==> src/rtl/intersection_phase_scheduler.sv <==
// Two-road intersection phase scheduler.
// Walks A_GRN -> A_YEL -> AR1 -> B_GRN -> B_YEL -> AR2 on a 1 Hz tick. It extends a green
// while only that road has demand, and serves a police override with a req/ack handshake.
// It also has a flashing-yellow mode and drives a two-digit BCD countdown.
// Ports:
//   clk, rst (sync, active-low)   clock and reset
//   tick                          one-cycle strobe per second
//   a_tr, b_tr                    vehicle presence on road A / B
//   ovr_req, ovr_road, ovr_ack    override request, target road (0 = A), grant
//   flash_en                      flashing-yellow request
//   a_light, b_light              lamp codes: 00 red, 01 yellow, 10 green, 11 off
//   ti_h, ti_l                    BCD tens / units of remaining ticks
//   phase                         current state code (0..6)
module intersection_phase_scheduler #(
  parameter int unsigned GREEN_MIN = 10,
  parameter int unsigned GREEN_MAX = 30,
  parameter int unsigned EXT_STEP  = 5,
  parameter int unsigned YELLOW_T  = 3,
  parameter int unsigned ALLRED_T  = 1
) (
  input  logic       clk,
  input  logic       rst,
  input  logic       tick,
  input  logic       a_tr,
  input  logic       b_tr,
  input  logic       ovr_req,
  input  logic       ovr_road,
  output logic       ovr_ack,
  input  logic       flash_en,
  output logic [1:0] a_light,
  output logic [1:0] b_light,
  output logic [3:0] ti_l,
  output logic [3:0] ti_h,
  output logic [2:0] phase
);

  typedef enum logic [2:0] {
    StAGrn  = 3'd0,
    StAYel  = 3'd1,
    StAr1   = 3'd2,
    StBGrn  = 3'd3,
    StBYel  = 3'd4,
    StAr2   = 3'd5,
    StFlash = 3'd6
  } state_e;

  localparam logic [6:0] GreenMin = 7'(GREEN_MIN);
  localparam logic [6:0] GreenMax = 7'(GREEN_MAX);
  localparam logic [6:0] ExtStep  = 7'(EXT_STEP);
  localparam logic [6:0] YellowT  = 7'(YELLOW_T);
  localparam logic [6:0] AllredT  = 7'(ALLRED_T);

  localparam logic [1:0] LampRed = 2'b00;
  localparam logic [1:0] LampYel = 2'b01;
  localparam logic [1:0] LampGrn = 2'b10;
  localparam logic [1:0] LampOff = 2'b11;

  state_e     state_q, state_d;
  logic [6:0] rem_q, rem_d;
  logic [6:0] elapsed_q, elapsed_d;
  logic       ack_q, ack_d;
  logic       lit_q, lit_d;
  logic [1:0] a_light_q, a_light_d;
  logic [1:0] b_light_q, b_light_d;

  state_e     target, other, seq_next;
  logic       is_green, want_ext, do_count;
  logic [6:0] elapsed_inc, headroom, ext_rem;

  function automatic logic [6:0] load_of(state_e s);
    case (s)
      StAGrn, StBGrn: load_of = GreenMin;
      StAYel, StBYel: load_of = YellowT;
      default:        load_of = AllredT;
    endcase
  endfunction

  always_comb begin
    case (state_q)
      StAGrn:  seq_next = StAYel;
      StAYel:  seq_next = StAr1;
      StAr1:   seq_next = StBGrn;
      StBGrn:  seq_next = StBYel;
      StBYel:  seq_next = StAr2;
      default: seq_next = StAGrn;
    endcase
  end

  assign target      = ovr_road ? StBGrn : StAGrn;
  assign other       = ovr_road ? StAGrn : StBGrn;
  assign is_green    = (state_q == StAGrn) || (state_q == StBGrn);
  assign elapsed_inc = 7'(elapsed_q + 7'd1);
  assign headroom    = 7'(GreenMax - elapsed_inc);
  assign ext_rem     = (headroom < ExtStep) ? headroom : ExtStep;
  // Extension only for a lone waiting road; the decision counts the tick that ends the green.
  assign want_ext    = ((state_q == StAGrn) && a_tr && !b_tr) ||
                       ((state_q == StBGrn) && b_tr && !a_tr);

  always_comb begin
    state_d   = state_q;
    rem_d     = rem_q;
    elapsed_d = elapsed_q;
    lit_d     = lit_q;
    do_count  = 1'b0;

    if (ovr_req) begin
      if (state_q == target) begin
        // Held: countdown frozen.
      end else if (state_q == other) begin
        state_d   = (other == StAGrn) ? StAYel : StBYel;
        rem_d     = YellowT;
        elapsed_d = '0;
      end else if (state_q == StFlash) begin
        state_d   = ovr_road ? StAr1 : StAr2;
        rem_d     = AllredT;
        elapsed_d = '0;
      end else begin
        do_count = 1'b1;
      end
    end else if (flash_en) begin
      if (state_q != StFlash) begin
        state_d   = StFlash;
        lit_d     = 1'b1;
        rem_d     = '0;
        elapsed_d = '0;
      end else if (tick) begin
        lit_d = ~lit_q;
      end
    end else if (state_q == StFlash) begin
      state_d = StAr2;
      rem_d   = AllredT;
    end else if (ack_q) begin
      // Override released: the held green starts over from its minimum.
      rem_d     = GreenMin;
      elapsed_d = '0;
    end else begin
      do_count = 1'b1;
    end

    if (do_count && tick) begin
      if (rem_q > 7'd1) begin
        rem_d = 7'(rem_q - 7'd1);
        if (is_green) elapsed_d = elapsed_inc;
      end else if (want_ext && (elapsed_inc < GreenMax)) begin
        rem_d     = ext_rem;
        elapsed_d = elapsed_inc;
      end else begin
        state_d   = seq_next;
        rem_d     = load_of(seq_next);
        elapsed_d = '0;
      end
    end
  end

  assign ack_d = ovr_req && (state_d == target);

  always_comb begin
    a_light_d = LampRed;
    b_light_d = LampRed;
    case (state_d)
      StAGrn:  a_light_d = LampGrn;
      StAYel:  a_light_d = LampYel;
      StBGrn:  b_light_d = LampGrn;
      StBYel:  b_light_d = LampYel;
      StFlash: begin
        a_light_d = lit_d ? LampYel : LampOff;
        b_light_d = lit_d ? LampYel : LampOff;
      end
      default: ;
    endcase
  end

  always_ff @(posedge clk) begin
    if (!rst) begin
      state_q   <= StAr2;
      rem_q     <= AllredT;
      elapsed_q <= '0;
      ack_q     <= 1'b0;
      lit_q     <= 1'b1;
      a_light_q <= LampRed;
      b_light_q <= LampRed;
    end else begin
      state_q   <= state_d;
      rem_q     <= rem_d;
      elapsed_q <= elapsed_d;
      ack_q     <= ack_d;
      lit_q     <= lit_d;
      a_light_q <= a_light_d;
      b_light_q <= b_light_d;
    end
  end

  logic blank;
  assign blank   = ack_q || (state_q == StFlash);
  assign ovr_ack = ack_q;
  assign a_light = a_light_q;
  assign b_light = b_light_q;
  assign phase   = state_q;
  assign ti_h    = blank ? 4'd0 : 4'(rem_q / 7'd10);
  assign ti_l    = blank ? 4'd0 : 4'(rem_q % 7'd10);

endmodule

==> config.mk <==
export PLATFORM = sky130hd
export DESIGN_NAME = intersection_phase_scheduler
export DESIGN_NICKNAME = d
export VERILOG_FILES = /design/src/rtl/intersection_phase_scheduler.sv
export SDC_FILE = /design/constraint.sdc
export NUM_CORES = 1
export LEC_CHECK = 0
export ABC_AREA = 0
export CAP_MARGIN = 15
export CORE_MARGIN = 10
export CORE_UTILIZATION = 45
export DETAILED_ROUTE_END_ITERATION = 10
export GPL_TIMING_DRIVEN = 0
export SYNTH_ARGS = -nofsm -noshare
export SYNTH_HDL_FRONTEND = slang
export SYNTH_SLANG_ARGS = --single-unit
==> constraint.sdc <==
create_clock -name clk -period 4.6 [get_ports clk]
set_clock_uncertainty 0.05 [all_clocks]
set_input_delay 1.38 -clock clk [delete_from_list [all_inputs] [get_ports clk]]
set_output_delay 1.38 -clock clk [all_outputs]
set_load 0.1 [all_outputs]
* Word level (Yosys, flattened, before mapping)
Cells that the tools add are included.
Word-level totals: bits of input ports 8, bits in registers 23, logic and storage cells 111, output and inout port bits 16
Cells by class: mux-type cells 56, div/mod/pow operators 2, equal/unequal tests 19, reduce and logical (&&, ||, !) cells 20, bitwise operators 1, magnitude comparators 3, add/sub/neg operators 3
Operators with widths (count):
- 7-bit two-way mux | 24
- 3-bit two-way mux | 12
- 3-bit equality test, second input constant | 5
- 3-bit one-hot mux with 5 select lines | 1
- 3-bit by 2-bit equality test with 1-bit output, second input constant | 4
- 3-bit zero test | 4
- 2-bit one-hot mux with 3 select lines | 2
- 1-bit two-way mux | 11
- 3-bit by 1-bit equality test with 1-bit output, second input constant | 3
- 3-bit by 2-bit equality test with 1-bit output | 3
- 4-bit two-way mux | 2
- 4-bit one-hot mux with 2 select lines | 1
- 7-bit by 1-bit adder with 7-bit output, second input constant | 1
- 7-bit by 4-bit divider with 7-bit output, second input constant | 1
- 7-bit by 1-bit greater-than comparator with 1-bit output, second input constant | 1
- 1-bit logical AND | 7
- 7-bit by 3-bit < comparator with 1-bit output, second input constant | 1
- 7-bit by 5-bit < comparator with 1-bit output, second input constant | 1
- 7-bit by 4-bit remainder unit with 7-bit output, second input constant | 1
- 5-bit by 7-bit subtractor with 7-bit output, first input constant | 1
- 7-bit by 1-bit subtractor with 7-bit output, second input constant | 1
- 2-bit two-way mux | 3
- 5-bit nonzero test | 1
- 4-bit by 1-bit inequality test with 1-bit output, second input constant | 1
- 8 further kinds | 12

* Longest topological paths before layout
Gate-level depths: netlist (run 1).
word-level depth 11, depth in mapped cells 14, depth with buffers taken out 12

* Least setup slack after synthesis (run 1)
Ideal clock, no wire load.
path kind register to output, start reg rem_q[4], end out ti_l[1], stages on the path, launching flop included 14, buffers on the path 2, slack -988 ps, data required time 3170 ps, data arrival time 4158 ps, path through dfxtp_1 -> buf_2 -> clkbuf_1 -> inv_1 -> ha_1 -> ha_1 -> o21ba_2 -> o221a_2 -> o2111ai_1 -> nand2_1 -> ha_1 -> inv_1 -> a211oi_2 -> mux2i_1
Between the ends: word-level cells in the longest chain between the ends 2
RTL lines:
- start, declared | RTL line 59 | logic [6:0] rem_q, rem_d;
- start signal, assigned | RTL line 176 | rem_q <= AllredT;
- start signal, assigned | RTL line 184 | rem_q <= rem_d;
- 7-bit by 4-bit remainder unit with 7-bit output | RTL line 200 | assign ti_l = blank ? 4'd0 : 4'(rem_q % 7'd10);
- 4-bit two-way mux | RTL line 200
- end, declared | RTL line 32 | output logic [3:0] ti_l,
Every way passes these cells.

* Worst setup path after layout (run 1)
start reg rem_q[5], end out ti_l[3]
Same word-level chain as after synthesis.

==> results of run 1 <==
## final cells by class
type	count	share of cell area (%)
multi-input combinational	299	64.5
sequential	23	13.7
timing repair buffer	41	11.3
buffer	28	4.32
tap	75	2.72
inverter	17	2.14
clock buffer	3	1.20
clock inverter	1	0.145
## logic make-up after synthesis
logic type / share of synthesized area (%)
AND/OR/NAND/NOR: 29.4
buffers and inverters: 7.28
flip-flops: 17.2
XOR/XNOR: 2.61
adder cells (fa/ha/maj): 5.13
AO/OA/AOI/OAI: 36.5
multiplexers: 1.96
## flip-flops by register name, summed over array words and instances, names as in the netlist
name and count:
elapsed_q 7, b_light 2, ovr_ack 1, rem_q 7, lit_q 1, phase 3, a_light 2
## cells in the final DEF, fill, tap and decap left out, types with 4 or more instances in the layout
master           synthesis  final
o2111ai_1                6      4
nand2b_1                 5      5
xnor2_1                  5      5
o21a_1                   5      5
o21ai_0                 22     22
nor2b_1                  9      9
nor3_1                  11     11
ha_4                     0      4
nand3_1                  8      8
buf_4                    0     19
buf_6                    2      6
clkdlybuf4s50_1          0     17
clkbuf_1                20     17
a22o_1                   5      5
ha_1                    11      7
nand2_1                 26     25
or3_1                    7      6
o31ai_1                  7      5
and2_1                   6      6
and3b_1                  4      4
dfxtp_1                 23     20
nand4_1                  4      4
a21oi_1                 21     19
a31oi_1                  5      5
nand3b_1                 4      4
a211oi_1                 7      6
inv_1                   17     13
nor2_1                  35     34
## Yosys cell counts, types with 3 or more instances
cell and number:
xnor2_1 5, nor2_1 35, a211oi_1 7, mux2i_1 3, nor3_1 11, and2_1 6
o2111ai_1 6, or2_2 3, o31ai_1 7, buf_2 6, inv_1 17, a211oi_2 3
and3b_1 4, nand4_1 4, nand2b_1 5, clkbuf_1 20, dfxtp_1 23, xor2_1 3
a22o_1 5, o22ai_1 4, o211ai_1 3, a211o_1 3, o21bai_1 4, nor2b_1 9
or4b_1 3, nand3b_1 4, o21ai_0 22, ha_1 11, or4_1 3, a31oi_1 5
a21oi_1 21, nor4_1 3, nand3_1 8, nand2_1 26, o21a_1 5, or3_1 7
and3_1 3, o21ai_1 3
## worst max path at each step
stage | to | slack [ps] | depth (start not counted)
floorplan | ti_l[1] | -420 | 13
global placement | ti_l[3] | -1110 | 15
detailed placement | ti_l[3] | -1120 | 15
CTS | ti_l[3] | 10 | 15
global route | ti_l[1] | -50 | 11
finish | ti_l[3] | 70 | 15
## critical path, cell delays in order (launching register included)
cell,delay (ps)
dfxtp_4,360
buf_8,110
clkinvlp_4,130
buf_4,170
ha_4,190
o21ai_4,200
buf_4,150
nor3_1,60
o31ai_2,370
nand2_2,120
ha_4,180
inv_2,70
o2111ai_1,110
o21bai_4,220
a21oi_4,170
buf_12,190
## what timing repair did
item                       in CTS  in global routing
gates resized for setup        56                 30
pin swaps                       4                  8
setup endpoints to repair       6                  6
setup buffers                   3                 16
## power by group through the flow
stage / registers [mW] / logic, mW / clock network, mW
detailed placement: 0.238 / 0.636 / 0
CTS: 0.235 / 0.673 / 0.138
finish: 0.234 / 0.729 / 0.141
global route: 0.238 / 0.777 / 0.144
floorplan: 0.303 / 0.433 / 0
global placement: 0.238 / 0.639 / 0
## layer usage
| layer | vias up | GRT usage (%) | share of wire [%] |
|---|---|---|---|
| met5 | - | 0 | 0 |
| met3 | 24 | 2.56 | 6.4 |
| met2 | 136 | 26.4 | 47 |
| met4 | 0 | 2.72 | 1.9 |
| li1 | 1481 | - | - |
| met1 | 1437 | 22.9 | 45 |
## through the flow
| step | instance area (um^2) | std cells | utilization [%] | hold WS [ps] | TNS (ps) |
|---|---|---|---|---|---|
| finish | 3440 | 487 | 58.9 | 541 | 0 |
| detailed placement | 3020 | 465 | 51.6 | 521 | -4360 |
| global placement | 3020 | 465 | 51.6 | 508 | -4370 |
| global route | 3440 | 487 | 58.9 | 606 | -129 |
| floorplan | 2710 | 368 | - | 460 | -633 |
| CTS | 3200 | 472 | 54.7 | 543 | 0 |
==> flow_summary.json, run 1 <==
{
  "outcome": "complete, no violations",
  "post-route-period-util_pct": 98.5,
  "ys_warn_count": 0,
  "drt-vias-per-instance": 6.32,
  "regToRegSetupSlack_ps": 1710,
  "cap_violations": 0,
  "switchingPower_mw": 0.579,
  "yosys.area.top_type": "dfxtp_1",
  "p_int_mw": 0.525,
  "diodes": 0,
  "initial_utilization_pct": 45.8,
  "hold_end": "elapsed_q[6]$_SDFF_PN0_",
  "cts_hold_buf": 0,
  "grt_usage_pct": 16.5,
  "cts_num_sinks": 23,
  "vias": 3078,
  "syn_inst": 368,
  "synth_area_leaders": "dfxtp_1 (17%), ha_1 (5.1%), nor2_1 (4.9%)",
  "setup_viol": 0,
  "worstPathMaxFanout": 7,
  "area_growth_pct": 28.5,
  "multi_input_area_um2": 2220,
  "clkLatencyLatePin_ps": 280,
  "period_minus_slack_ps": 4530,
  "crit_arrival_ps": 3100,
  "peakVddDrop_mv": 0.280,
  "synth_edf_count": 0,
  "die_w_um": 97.2,
  "hold_depth": 2,
  "clk_pin_slew_worst_paths_ps": 110,
  "min_from": "elapsed_q[6]$_SDFF_PN0_",
  "hp-class": "register to register",
  "synthArstFlopShare_pct": 0,
  "seqCellArea_um2": 472,
  "row_count": 28,
  "pwr-share-clk_pct": 12.7,
  "dieArea_um2": 9450,
  "worstMarginPinSlew_ps": 979,
  "cts_tree": "built",
  "synthDistinctLibCells": 74,
  "nNetsFinal": 432,
  "worst_slack_ps": 67.5,
  "hold_viol": 0,
  "grt_pass1_vias": 2712,
  "crit_required_ps": 3170,
  "max_clock_freq_ghz": 0.221,
  "slew_viol_final": 0,
  "reg2reg_depth": 10,
  "grt_max_degree": 14,
  "cts_buffers": 3,
  "crit_path_start": "rem_q[5]$_SDFFE_PN0P_",
  "coreArea_um2": 5850,
  "p_leak_nw": 1.25,
  "drt-initial-drc-count": 326,
  "power_frac_comb_pct": 66.0,
  "p_per_area_nw_per_um2": 321,
  "r2r-start": "elapsed_q[0]$_SDFF_PN0_",
  "ys_ff_latch": 23,
  "drive_above_1_share_pct": 19.9,
  "drtPass1Iterations": 6,
  "critPathKind": "register to primary output",
  "fillers": 525,
  "p_total_mw": 1.10,
  "start_kind": "register",
  "clk_path_buf_depth": 2,
  "rr_endpoint": "a_light[0]$_SDFF_PN0_",
  "clockRootBuffer": "clkbuf_8",
  "yosysSeqAreaShare_pct": 17.2,
  "wl_per_cell_um": 18.2,
  "dpl.hpwl_mm": 6.15,
  "grt_pass1_wl_mm": 13.8,
  "synth-main-ff-cell": "dfxtp_1",
  "wirelength_mm": 8.89,
  "post_synth.cell_area_avg_um2": 7.29,
  "slew_headroom_pct": 34.6,
  "htreeDepth": 1,
  "die_h_um": 97.2,
  "dp_slack_ps": -1120,
  "ios": 24,
  "place.gp.congestion": 0.930,
  "io_buffers": 22,
  "synthesis.nets": 387,
  "drcViolationCount": 0,
  "netSwitchingFraction_pct": 52.5,
  "grt.overflow.total": 0,
  "syn_area_um2": 2680,
  "yosys.area.top_type_share_pct": 17.2,
  "antenna_found_initial": 0,
  "endpoint_kind": "primary output",
  "p_seq_share_pct": 21.2,
  "final_antenna_net_count": 0
}
Power figures use the tool's default switching activity.
==> inputs of run 2 (changes only) <==
- CELL_PAD_IN_SITES_DETAIL_PLACEMENT: not set -> 0
- CELL_PAD_IN_SITES_GLOBAL_PLACEMENT: not set -> 1
- CORE_UTILIZATION: 45 -> 43
- PLACE_DENSITY_LB_ADDON: not set -> 0.1
==> flow_summary.json, run 2 (synthesis results as in run 1) <==
{
  "ios": 24,
  "initial_utilization_pct": 44.8,
  "cp_top_family": "compound AO/OA/AOI/OAI gates",
  "io_buffers": 22,
  "vias": 3049,
  "grt_pass1_vias": 2777,
  "drt-initial-drc-count": 310,
  "setup_viol": 0,
  "endpoint_kind": "primary output",
  "die_w_um": 99.0,
  "layout_common_cells": "nor2_1 (34), nand2_1 (25), o21ai_0 (22)",
  "final_antenna_net_count": 0,
  "coreArea_um2": 5990,
  "slowest_stage": "dfxtp_2",
  "period_minus_slack_ps": 4530,
  "drive_above_1_share_pct": 17.6,
  "clk_pin_slew_worst_paths_ps": 80,
  "p_leak_nw": 1.24,
  "hp-class": "register to register",
  "grt_usage_pct": 16.8,
  "finalCoreUtilization_pct": 55.8,
  "cts_num_sinks": 23,
  "grt_pass1_wl_mm": 14.1,
  "cts_buffers": 3,
  "p_total_mw": 1.09,
  "grt_max_degree": 13,
  "drcViolationCount": 0,
  "nNetsFinal": 429,
  "crit_buf_inv": 5,
  "post-route-period-util_pct": 98.5,
  "htreeDepth": 1,
  "start_kind": "register",
  "hold_viol": 0,
  "wirelength_mm": 8.85,
  "place.gp.congestion": 0.894,
  "clk_path_buf_depth": 2,
  "reg2reg_depth": 10,
  "path_cells": "buf_8 > inv_4 > ha_4 > ha_4 > o21ba_4 > o221ai_2 > o31ai_2 > buf_4 > buf_4 > a21oi_2 > a211oi_4 > mux2i_2 > buf_6",
  "area_growth_pct": 24.7,
  "clkLatencyLatePin_ps": 280,
  "crit_required_ps": 3170,
  "p_per_area_nw_per_um2": 325,
  "regToRegSetupSlack_ps": 1750,
  "diodes": 0,
  "outcome": "complete, no violations",
  "worstPathMaxFanout": 6,
  "slowest_delay_ps": 360,
  "slew_viol_final": 0,
  "grt.overflow.total": 0,
  "wl_per_cell_um": 18.3,
  "cts_tree": "built",
  "hold_depth": 2,
  "dpl.hpwl_mm": 6.23,
  "critPathKind": "register to primary output",
  "cap_violations": 0,
  "max_clock_freq_ghz": 0.221,
  "clockRootBuffer": "clkbuf_8",
  "layout_commonest_cell": "nor2_1",
  "crit_arrival_ps": 3100,
  "drtPass1Iterations": 5,
  "drt-vias-per-instance": 6.30,
  "slew_headroom_pct": 34.2,
  "final_area_um2": 3340,
  "peakVddDrop_mv": 0.395,
  "cp.depth": 13,
  "antenna_found_initial": 0,
  "worstMarginPinSlew_ps": 984,
  "die_h_um": 99.0,
  "dpl_cell_area_um2": 3020,
  "dieArea_um2": 9790,
  "row_count": 28
}
## run 2: layer usage
metal	vias to the layer above	global-route usage [%]	wire length [um]
li1	1466	-	-
met1	1432	22.3	3890
met2	142	27.1	4130
met3	9	3.21	717
met4	0	4.52	104
met5	-	0	0
## run 2: cell type report
| class | instances | area (um^2) |
|---|---|---|
| Tap cell | 75 | 93.8 |
| Inverter | 17 | 70.1 |
| Sequential cell | 23 | 469 |
| Fill cell | 574 | 2650 |
| Timing Repair Buffer | 39 | 367 |
| Multi-Input combinational cell | 299 | 2160 |
| Buffer | 27 | 141 |
| Clock buffer | 4 | 45.0 |
## run 2: through the flow
stage | cells | setup WS [ps] | hold slack [ps] | setup TNS, ps
2_1_floorplan | 368 | -420 | 460 | -633
3_3_place_gp | 465 | -1120 | 511 | -4340
3_5_place_dp | 465 | -1170 | 527 | -4520
4_1_cts | 475 | 4.23 | 549 | 0
5_1_grt | 484 | -22.5 | 572 | -26.1
6_report | 484 | 67.4 | 537 | 0
## run 2: path summary, 6_finish.rpt
path	startpoint	endpoint
worst max-delay path	rem_q[4]$_SDFFE_PN0P_	ti_l[1]
worst min-delay path	elapsed_q[6]$_SDFF_PN0_	elapsed_q[6]$_SDFF_PN0_
worst max register to register	elapsed_q[0]$_SDFF_PN0_	a_light[0]$_SDFF_PN0_
worst min register to register	elapsed_q[6]$_SDFF_PN0_	elapsed_q[6]$_SDFF_PN0_
## run 2: power by group
| part | switching (mW) | internal, mW | total [mW] |
|---|---|---|---|
| sequential | 0.0189 | 0.216 | 0.235 |
| combinational | 0.477 | 0.237 | 0.715 |
| clock | 0.0754 | 0.0621 | 0.137 |
## run 2: worst min-delay path, stage by stage, from the launching register on
cell     delay [ps]
dfxtp_1         390
a22oi_1          80
nor2_1           80
## run 2: timing repair
action / in CTS / in global routing
hold buffers: 0 / 0
buffers inserted: 6 / 11
pin swaps: 2 / 3
endpoints found under the setup margin: 6 / 6
resized for setup: 54 / 20
==> inputs of run 3 (changes only) <==
- REMOVE_ABC_BUFFERS: not set -> 1
==> flow_summary.json, run 3 (synthesis results as in run 1) <==
{
  "vias": 2801,
  "pwr-share-clk_pct": 13.5,
  "netSwitchingFraction_pct": 53.4,
  "worstPathMaxFanout": 8,
  "drcViolationCount": 0,
  "cap_violations": 0,
  "dpl.hpwl_mm": 5.59,
  "ios": 24,
  "peakVddDrop_mv": 0.320,
  "endpoint_kind": "primary output",
  "coreArea_um2": 5990,
  "clockRootBuffer": "clkbuf_8",
  "drt-vias-per-instance": 6.24,
  "cts_buffers": 3,
  "setup_tns_ps": 0,
  "hold_viol": 0,
  "crit_path_start": "rem_q[4]$_SDFFE_PN0P_",
  "die_h_um": 99.0,
  "dieArea_um2": 9790,
  "cts_tree": "built",
  "die_w_um": 99.0,
  "p_int_mw": 0.469,
  "layout_commonest_cell": "nor2_1",
  "htreeDepth": 1,
  "setup_viol": 0,
  "grt_usage_pct": 14.9,
  "slew_viol_final": 0,
  "io_buffers": 23,
  "drt-initial-drc-count": 150,
  "critPathKind": "register to primary output",
  "grt_pass1_wl_mm": 12.7,
  "max_clock_freq_ghz": 0.223,
  "final_area_um2": 3060,
  "p_seq_share_pct": 26.4,
  "dpl_cell_area_um2": 2870,
  "wl_per_cell_um": 17.5,
  "diodes": 0,
  "p_leak_nw": 1.12,
  "r2r-start": "phase[1]$_SDFF_PN0_",
  "place.gp.congestion": 0.838,
  "layout_common_cells": "nor2_1 (35), nand2_1 (26), o21ai_0 (22)",
  "antenna_found_initial": 0,
  "switchingPower_mw": 0.537,
  "post-route-period-util_pct": 97.6,
  "final_cells": 449,
  "outcome": "complete, no violations",
  "dp_cells": 437,
  "grt.overflow.total": 0,
  "start_kind": "register",
  "min_from": "rem_q[6]$_SDFFE_PN0P_",
  "clk_pin_slew_worst_paths_ps": 90,
  "cts_hold_buf": 0,
  "drive_above_1_share_pct": 11.5,
  "area_growth_pct": 14.2,
  "period_minus_slack_ps": 4490,
  "clkLatencyLatePin_ps": 270,
  "cts_num_sinks": 23,
  "crit_required_ps": 3170,
  "power_frac_comb_pct": 60.1,
  "slew_headroom_pct": 35.2,
  "clk_path_buf_depth": 2,
  "p_per_area_nw_per_um2": 328,
  "final_antenna_net_count": 0,
  "worstMarginPinSlew_ps": 969,
  "p_total_mw": 1.01,
  "row_count": 28,
  "grt_pass1_vias": 2497,
  "initial_utilization_pct": 44.8,
  "wirelength_mm": 7.87,
  "nNetsFinal": 394,
  "finalCoreUtilization_pct": 51.1,
  "grt_max_degree": 25,
  "crit_arrival_ps": 3060,
  "drtPass1Iterations": 4,
  "hp-class": "register to register"
}
[run 3: cell count changes in the layout (fill, tap and decap cells not counted), moves of 2 or more]
cell      change
clkbuf_1     -17
buf_4         -8
buf_2         -3
buf_6         -3
a21oi_1       +2
buf_8         -2
clkbuf_2      -2
inv_1         +2
[run 3: final cells by class]
cell class	count	area, um^2
flip-flops and latches	23	472
clock buffers	4	45.0
multi-input cells	299	2100
fillers	607	2930
repair buffers	31	289
inverters	17	63.8
well taps	75	93.8
[run 3: power groups by stage]
stage               logic, mW  clock network, mW  registers (mW)
finish                  0.604              0.135           0.266
global route            0.651              0.145           0.270
CTS                     0.588              0.140           0.265
detailed placement      0.570                  0           0.273
global placement        0.569                  0           0.273
floorplan               0.380                  0           0.327
[run 3: critical path, cell delays in order, from the launching register on]
cell and delay, ps:
dfxtp_4 350, inv_1 60, ha_1 410, or3_1 360, o22ai_1 320, a2111o_1 170, o211ai_1 100, buf_4 160
a211oi_4 290, mux2_1 370, buf_6 190
[run 3: worst paths after layout]
kind                           end  slack [ps]  cells after the start
max                        ti_l[2]         110                     10
min          rem_q[6]$_SDFFE_PN0P_         420                      1
max reg2reg  a_light[0]$_SDFF_PN0_        1680                      6
min reg2reg  rem_q[6]$_SDFFE_PN0P_         420                      1
[run 3: per-layer routing]
| layer | track usage [%] | share of wire, % | up-vias |
|---|---|---|---|
| li1 | - | - | 1402 |
| met1 | 19.0 | 46 | 1342 |
| met2 | 24.6 | 49 | 47 |
| met3 | 2.03 | 3.4 | 10 |
| met4 | 5.73 | 1.6 | 0 |
| met5 | 0 | 0 | - |
[run 3: per-stage QoR]
stage	setup slack, ps	hold slack, ps
floorplan	-917	460
global placement	-1140	509
detailed placement	-1140	530
CTS	50.6	510
global route	-36.2	439
finish	113	421
[run 3: repair_timing]
| item | in CTS | in global routing |
|---|---|---|
| endpoints found under the setup margin | 6 | 5 |
| resized for setup | 35 | 12 |
| pin swaps | 2 | 4 |
| buffers inserted | 5 | 3 |
==> patch: new RTL, settings of run 3 <==
Change the parameter `GREEN_MIN` from 10 to 7.
--- a/src/rtl/intersection_phase_scheduler.sv
+++ b/src/rtl/intersection_phase_scheduler.sv
@@ -14,3 +14,3 @@
 module intersection_phase_scheduler #(
-  parameter int unsigned GREEN_MIN = 10,
+  parameter int unsigned GREEN_MIN = 7,
   parameter int unsigned GREEN_MAX = 30,
Check against the original RTL: not equivalent (Yosys sat finds a counterexample within 4 cycles, from zero or initial values and one cycle with rst low).
==> patch against run 3 <==
Design area is 17% lower; count of clock-buffer cells in the layout unchanged; synthesized cell count is 10% lower; synthesized area fell by 15%; critical path depth is 6 lower; combinational power is 12% lower; power is 7.8% lower; worst setup slack improved by 0.20 ns; wire length fell by 25%; sequential share of layout area increased by 2.8 points; sequential cell count is the same; critical endpoint is now ti_h[3]; largest power group unchanged.
==> patch: results (changes against run 3) <==
- Grt met1 use: 18.0% (was 19.0%)
- Synth top cells by count: nor2_1 (30), a21oi_1 (29), nand2_1 (24), dfxtp_1 (23) (was nor2_1 (35), nand2_1 (26), dfxtp_1 (23), o21ai_0 (22), a21oi_1 (21))
- Clock power frac: 13.7% (was 13.5%)
- Vias in the first global route: 2103 (was 2497)
- DP Wirelength: 4320 um (was 5590 um)
- Delay-heaviest family, CP: simple AND/OR/NAND/NOR gates (was compound AO/OA/AOI/OAI gates)
- Initial drt markers: 138 (was 150)
- Clk. pwr: 127 uW (was 135 uW)
- Status: finished, final reports clean (unchanged)
- Largest net degree at the start of global routing: 22 (was 25)
- Seq/Total Area, Yosys: 20.2% (was 17.2%)
- Power Sequential: 267 uW (was 266 uW)
- Leak pwr: 0.000938 uW (was 0.00112 uW)
- Layout cells sized above 1: 6.27% (was 11.5%)
- Vias per std cell: 5.72 (was 6.24)
- Worst EP arrival: 2.86 ns (was 3.06 ns)
- Fraction of area in registers: 18.2% (was 15.4%)
- Dpl cells: 401 (was 437)
- DRT Wirelength: 5900 um (was 7870 um)
- Hold Path Depth: 2 (was 1)
- GPL Wtd Cong: 0.797 (was 0.838)
- CORE AREA: 5110 um2 (was 5990 um2)
- Slew headroom: 34.8% (was 35.2%)
- Tot GR Track Use: 13.5% (was 14.9%)
- Maximum fanout along the worst path: 21 (was 8)
- Post-synthesis cell count: 331 (was 368)
- VDD IR max: 220 uV (was 320 uV)
- Vias: 2316 (was 2801)
- P_sw: 494 uW (was 537 uW)
- Layout filler cell count: 557 (was 607)
- Post CTS Setup Buffer Count: 0 (was 5)
- Hold endpoint: rem_q[0] (was rem_q[6])
- Worst Reg-to-Reg Cells: 9 (was 6)
- Placed cell area: 2500 um2 (was 2870 um2)
- Largest stage delay, worst path: 0.88 ns (was 0.41 ns)
==> patch: cell types whose count changed in the layout (fill, tap and decap cells not counted), sizes merged, moves of 4 or more <==
cell and delta:
and2 -5, nand3b -4, nor3b +5, a22o -4, o2111ai -6, buf -10, a21oi +10, o21ai +6
a211oi -7, nor3 +7, o31ai -7, nor2 -4
==> patch: what timing repair did <==
item | in CTS | in global routing
gates resized for setup | 11 | 12
endpoints found under the setup margin | 5 | 7
hold endpoints to repair | 0 | 0
gates cloned | 0 | 0
hold buffers | 0 | 0
==> patch: kinds of logic after synthesis <==
kind of cell / Yosys count / synth area share, %
XOR/XNOR: 11 / 4.23
AO/OA/AOI/OAI: 105 / 29.3
multiplexers: 3 / 1.32
AND/OR/NAND/NOR: 141 / 33.2
adder cells (fa/ha/maj): 9 / 4.83
flip-flops: 23 / 20.2
buffers and inverters: 39 / 6.97
==> patch: layer usage <==
layer	part of all wire, %	vias up
met1	49	1081
met4	0.78	0
met2	47	33
met5	0	-
li1	-	1196
met3	2.9	6
